<file path="src/rtl/rx_lbuf_mgr_pkg.sv">
// rx_lbuf_mgr_pkg -- shared constants and types for the RX large-buffer manager.
//   state_t  : one-hot FSM encoding (WAIT, ACTIVE, GRANT, CLOSE, DONE)
//   QW_SHIFT : log2 of bytes per qword; converts qword counts to byte counts
package rx_lbuf_mgr_pkg;

  localparam int QW_SHIFT = 3;

  typedef enum logic [4:0] {
    ST_WAIT   = 5'b00001,
    ST_ACTIVE = 5'b00010,
    ST_GRANT  = 5'b00100,
    ST_CLOSE  = 5'b01000,
    ST_DONE   = 5'b10000
  } state_t;

endpackage

</file>
<file path="src/rtl/rx_lbuf_mgr.sv">
// rx_lbuf_mgr -- ping-pongs between two host-armed receive buffers, carving
// qword-granular write regions for the packet writer and reporting each buffer
// back to the host when it is full or flushed.
//
// Ports:
//   clk, rst                 clock, synchronous active-high reset
//   lbufN_addr/len/en        host buffer N descriptor (en held until lbufN_dn)
//   lbufN_dn                 one-cycle pulse: buffer N returned to host
//   wr_req, wr_qw            writer space request (held until wr_gnt), size in qwords
//   wr_gnt, wr_addr          one-cycle grant with host address of the region
//   flush                    pulse: close the current buffer early
//   cpl_req/idx/bytes        completion notice, held until cpl_ack
//   cpl_ack                  completion notice consumed
//   err                      sticky: a request did not fit an empty buffer
//   dbg_state                current FSM state for observation
//
// Handshakes: wr_req/wr_gnt is a level request answered by a single-cycle
// grant (the writer must drop or change wr_req after seeing wr_gnt);
// cpl_req/cpl_ack is valid/ready style -- cpl_req and its payload stay stable
// until cpl_ack is sampled high on a rising clock edge.
module rx_lbuf_mgr
  import rx_lbuf_mgr_pkg::*;
(
  input  logic        clk,
  input  logic        rst,
  input  logic [63:0] lbuf1_addr,
  input  logic [31:0] lbuf1_len,
  input  logic        lbuf1_en,
  output logic        lbuf1_dn,
  input  logic [63:0] lbuf2_addr,
  input  logic [31:0] lbuf2_len,
  input  logic        lbuf2_en,
  output logic        lbuf2_dn,
  input  logic        wr_req,
  input  logic [8:0]  wr_qw,
  output logic        wr_gnt,
  output logic [63:0] wr_addr,
  input  logic        flush,
  output logic        cpl_req,
  output logic        cpl_idx,
  output logic [31:0] cpl_bytes,
  input  logic        cpl_ack,
  output logic        err,
  output state_t      dbg_state
);

  localparam logic [31:0] QW_MASK = ~((32'd1 << QW_SHIFT) - 32'd1);

  state_t      state;
  state_t      state_nxt;
  logic        cur;
  logic [63:0] base;
  logic [31:0] size;
  logic [31:0] offset;
  logic [31:0] gnt_bytes;
  logic        flush_pend;
  logic        err_q;

  // Current-buffer mux; the other buffer's enable is ignored until cur toggles.
  logic        sel_en;
  logic [63:0] sel_addr;
  logic [31:0] sel_len;

  logic [31:0] req_bytes;
  logic [32:0] fit_sum;
  logic        fits;
  logic        flush_clr;
  logic        err_set;

  assign sel_en   = cur ? lbuf2_en   : lbuf1_en;
  assign sel_addr = cur ? lbuf2_addr : lbuf1_addr;
  assign sel_len  = cur ? lbuf2_len  : lbuf1_len;

  assign req_bytes = 32'(wr_qw) << QW_SHIFT;
  // One extra bit so an offset near 2^32 cannot wrap into a false fit.
  assign fit_sum   = {1'b0, offset} + {1'b0, req_bytes};
  assign fits      = (fit_sum <= {1'b0, size});

  assign err       = err_q;
  assign dbg_state = state;

  always_comb begin
    state_nxt = state;
    flush_clr = 1'b0;
    err_set   = 1'b0;
    wr_gnt    = 1'b0;
    wr_addr   = 64'd0;
    cpl_req   = 1'b0;
    cpl_idx   = 1'b0;
    cpl_bytes = 32'd0;
    lbuf1_dn  = 1'b0;
    lbuf2_dn  = 1'b0;
    case (state)
      ST_WAIT: begin
        if (sel_en) state_nxt = ST_ACTIVE;
      end
      ST_ACTIVE: begin
        // A fitting request always wins over a pending flush, so the flush
        // then closes a buffer that already includes that grant.
        if (wr_req && fits) begin
          state_nxt = ST_GRANT;
        end else if (wr_req) begin
          // Request stays pending and is retried against the next buffer.
          state_nxt = ST_CLOSE;
          flush_clr = 1'b1;
          if (offset == 32'd0) err_set = 1'b1;
        end else if (flush_pend) begin
          flush_clr = 1'b1;
          if (offset != 32'd0) state_nxt = ST_CLOSE;
        end
      end
      ST_GRANT: begin
        wr_gnt    = 1'b1;
        wr_addr   = base + {32'd0, offset};
        state_nxt = ST_ACTIVE;
      end
      ST_CLOSE: begin
        cpl_req   = 1'b1;
        cpl_idx   = cur;
        cpl_bytes = offset;
        if (cpl_ack) state_nxt = ST_DONE;
      end
      ST_DONE: begin
        lbuf1_dn  = ~cur;
        lbuf2_dn  = cur;
        state_nxt = ST_WAIT;
      end
      default: state_nxt = ST_WAIT;
    endcase
  end

  always_ff @(posedge clk) begin
    if (rst) begin
      state      <= ST_WAIT;
      cur        <= 1'b0;
      base       <= 64'd0;
      size       <= 32'd0;
      offset     <= 32'd0;
      gnt_bytes  <= 32'd0;
      flush_pend <= 1'b0;
      err_q      <= 1'b0;
    end else begin
      state      <= state_nxt;
      // A new flush pulse outranks a same-cycle clear so it is never lost.
      flush_pend <= flush | (flush_pend & ~flush_clr);
      err_q      <= err_q | err_set;
      case (state)
        ST_WAIT: begin
          if (sel_en) begin
            base   <= sel_addr;
            size   <= sel_len & QW_MASK;
            offset <= 32'd0;
          end
        end
        ST_ACTIVE: begin
          // Capture the granted size so the offset update does not depend on
          // wr_qw after the writer has seen its grant.
          if (wr_req && fits) gnt_bytes <= req_bytes;
        end
        ST_GRANT: offset <= offset + gnt_bytes;
        ST_DONE:  cur    <= ~cur;
        default: ;
      endcase
    end
  end

endmodule

</file>
<file path="config.mk">
export PLATFORM = sky130hd
export DESIGN_NAME = rx_lbuf_mgr
export DESIGN_NICKNAME = d
export VERILOG_FILES = /design/src/rtl/rx_lbuf_mgr_pkg.sv /design/src/rtl/rx_lbuf_mgr.sv
export SDC_FILE = /design/constraint.sdc
export NUM_CORES = 1
export LEC_CHECK = 0
export CELL_PAD_IN_SITES_DETAIL_PLACEMENT = 1
export CELL_PAD_IN_SITES_GLOBAL_PLACEMENT = 2
export CORE_ASPECT_RATIO = 1.2
export CORE_UTILIZATION = 27
export CTS_CLUSTER_SIZE = 28
export DETAILED_ROUTE_END_ITERATION = 8
export GPL_TIMING_DRIVEN = 0
export PLACE_DENSITY_LB_ADDON = 0.12
export SLEW_MARGIN = 20
export SYNTH_ARGS = -nofsm -noshare
export SYNTH_HDL_FRONTEND = slang
export SYNTH_SLANG_ARGS = --single-unit
</file>
<file path="constraint.sdc">
create_clock -name clk -period 5.9 [get_ports clk]
set_clock_uncertainty 0.1 [all_clocks]
set_input_delay 1.18 -clock clk [delete_from_list [all_inputs] [get_ports clk]]
set_output_delay 1.18 -clock clk [all_outputs]
set_load 0.05 [all_outputs]
</file>
==> metrics, run 1 <==
status finished clean; Final min period 5.64 ns; Max Slew Vio Count 0; Pwr Density 221 nW/um^2; Hold Crit Class flop to flop; H-tree depth 4; Die Span X 182 um; Clock Tree Buf Depth 2; Die Ht 218 um; WL per Instance slightly below 20 um; top cells by area, synth dfxtp_1 (26%), mux2i_1 (9.2%), ha_1 (9.0%), a211oi_1 (7.3%), nor2_1 (6.5%); largest family of logic cells by synthesized area simple AND/OR/NAND/NOR gates; total congestion overflow 0; Critical Path Slowest Stage Cell dlygate4sd2_1; HPWL after DPL 35000 um; Hold Vio Cnt, Final 0; Clock Tree Root clkbuf_16; post-synthesis sequential area ratio 0.264; post-synthesis xor/xnor area fraction 0.0581; EDFF count, synth 0; maximum number of pins on one net before global-route repair 17; Startpoint Class flop; RSZ-0062 raised after global routing false; first-pass GRT wire length 66900 um; area grow syn2layout 42.1%; CTS tree built; via count 11100; synthesized area per cell a little under 8 um^2; CTS clk-pin slew, worst paths 0.06 ns; share of the synthesized area in the top cell type 0.264; Synth Instances about 1300; fraction of layout cells with a size suffix above 1 0.0522; clk_lat worst skew roughly 0.44 ns; crit-path max cell delay 0.58 ns; Vias/cell 5.05; Crit. End Element output pin; Tightest Pin Transition 1.01 ns; area fraction in compound gates after synthesis 0.212; number of buffers created by CTS 17; fillers 4539; post-synthesis mux area share 0.0932; WP data arrival 4.36 ns; fin crit share 0.956; vias in the first global route 11700; Final nets 1958; dominant synthesized flop cell dfxtp_1; Reg2Reg Setup Slack 1.13 ns; TNS Setup 0 ns; Synth Register Bits 139; die area 39800 um^2; peak supply drop 201 uV; total of max-cap violations 0; PnR Total Power 0.00332 W; Worst Path Max Fanout 6; FMAX 177 MHz; # DRC 0; Post-CTS Hold Fix Bufs 0; DRT Pass-1 Iters 5; Top-Level Pins 315; worst-path cell chain ha_1 > nand3_1 > or4_1 > and4_1 > o21a_1 > o211ai_2 > or4b_4 > or4_1 > nand2_1 > dlygate4sd2_1; RePlAce Congestion about 0.85; Initial Util 0.276; GRT Util Overall 0.221; Post-Synthesis Cell Area roughly 11000 um^2; Synth area leader dfxtp_1; top post-synthesis cells by count nor2_1 (182), dfxtp_1 (139), a211oi_1 (102), mux2i_1 (97); most used cell, CP or4_1; Worst Path Required 4.62 ns; Synth async-reset ratio 0; Post-DRT Antenna Nets 0; row count ~80; Slew HR 0.321; DRT Wirelength around 44000 um; CTS sink cnt ~140; Yosys Warn Count 0; initial DRC count 400; Leak about 5.6 nW; Core Box Area around 38000 um^2; final setup fails 0; count leader, synth nor2_1; Synth Area in Simple Gates 0.222; Setup CP Type flop to output pin; Netlist cell types a little over 70; number of antenna violations at the first check in global routing 0; adder-cell share of the synthesized area 0.0940; IO buf count between 300 and 400
-- metal layers --
layer | track usage | up-vias | share of wire
met5 | 0 | - | 0
met3 | 0.0413 | 44 | 0.047
met4 | 0.0678 | 0 | 0.021
met2 | 0.392 | 257 | 0.49
li1 | - | 5508 | -
met1 | 0.268 | 5328 | 0.44
-- where the power goes --
group / leakage [nW] / switching [W] / internal, W
Combinational: 4.07 / 0.000482 / 0.000365
Sequential: 1.14 / 0.0000984 / 0.00106
Clock: 0.338 / 0.000472 / 0.000834
-- sequential cells by signal (all words and copies together) (netlist names) --
name / cells
base: 64
offset: 29
size: 29
gnt_bytes: 9
dbg_state: 5
cur: 1
err: 1
flush_pend: 1
-- what timing repair did --
action	CTS	global route
gates resized for setup	26	50
setup endpoints to repair	36	36
buffers inserted	2	1
pin swaps	1	4
-- final timing paths --
path	start	endpoint	cells after the start
hold / removal	flush_pend$_SDFF_PP0_	flush_pend$_SDFF_PP0_	2
setup / recovery	offset[11]$_SDFFE_PP0P_	wr_addr[61]	10
setup reg to reg	offset[3]$_SDFFE_PP0P_	err$_SDFF_PP0_	21
hold reg to reg	flush_pend$_SDFF_PP0_	flush_pend$_SDFF_PP0_	2
-- critical path: cells and delay by family, from the launching register on --
kind | cells | cell delay (ns)
and+or+nand+nor | 6 | 2.06
buffers and inverters | 1 | 0.58
DFF | 1 | 0.44
AOI/OAI and AO/OA | 2 | 0.43
adders and majority gates | 1 | 0.42
-- through the flow --
step	setup WS [ns]	instance area, um^2	util	std cells	hold slack, ns
detailed placement	-1.03	14300	0.374	2170	0.338
global placement	-0.895	14300	0.374	2169	0.336
global route	0.00137	15000	0.392	2205	0.367
floorplan	0.641	10600	-	1344	0.325
finish	0.260	15000	0.393	2206	0.346
CTS	0.00986	15000	0.392	2204	0.347
-- cell usage in the layout, fill, tap and decap left out, drive strengths merged, types with 4 or more instances in the layout --
| cell | instances |
|---|---|
| o21ai | 43 |
| clkbuf | 109 |
| nand3 | 43 |
| xnor2 | 48 |
| nor2b | 10 |
| a22oi | 6 |
| o21bai | 6 |
| or4 | 13 |
| dlymetal6s2s | 4 |
| nor2 | 183 |
| ha | 76 |
| a21oi | 76 |
| and2 | 40 |
| a211oi | 102 |
| clkdlybuf4s50 | 281 |
| xor2 | 22 |
| nand2 | 67 |
| bufinv | 6 |
| a21o | 31 |
| inv | 65 |
| nor3 | 21 |
| a31oi | 10 |
| mux2i | 97 |
| a211o | 4 |
| nor4 | 9 |
| o211ai | 9 |
| or3 | 24 |
| dlygate4sd2 | 4 |
| nand4 | 25 |
| o31ai | 4 |
| o21a | 13 |
| buf | 21 |
| and3 | 15 |
| dfxtp | 139 |
| nand2b | 6 |
| and4 | 6 |
-- layout make-up --
class,instances,area (um^2),area share
Multi-Input combinational cell,1053,7220,0.482
Clock inverter,12,231,0.0155
Inverter,61,229,0.0153
Buffer,91,379,0.0253
Tap cell,520,651,0.0434
Sequential cell,139,2790,0.186
Timing Repair Buffer,309,3010,0.201
Clock buffer,20,467,0.0312
Antenna cell,1,2.50,0.000167
-- cell families after synthesis --
kind of cell / Yosys count
fa+ha+maj: 78
buf+inv: 152
simple gates: 475
other cells: 1
compound gates: 329
mux: 98
xor+xnor: 70
flops: 139
Note: power is estimated with default switching activity, not from simulation.
==> inputs of run 2 (changes only) <==
--- a/config.mk
+++ b/config.mk
@@ -9,7 +9,7 @@
 export CELL_PAD_IN_SITES_GLOBAL_PLACEMENT = 2
 export CORE_ASPECT_RATIO = 1.2
 export CORE_UTILIZATION = 27
-export CTS_CLUSTER_SIZE = 28
+export CTS_CLUSTER_SIZE = 24
 export DETAILED_ROUTE_END_ITERATION = 8
 export GPL_TIMING_DRIVEN = 0
 export PLACE_DENSITY_LB_ADDON = 0.12
==> results of run 2 <==
The final DEF is identical to that of run 1; final timing and power are the same.
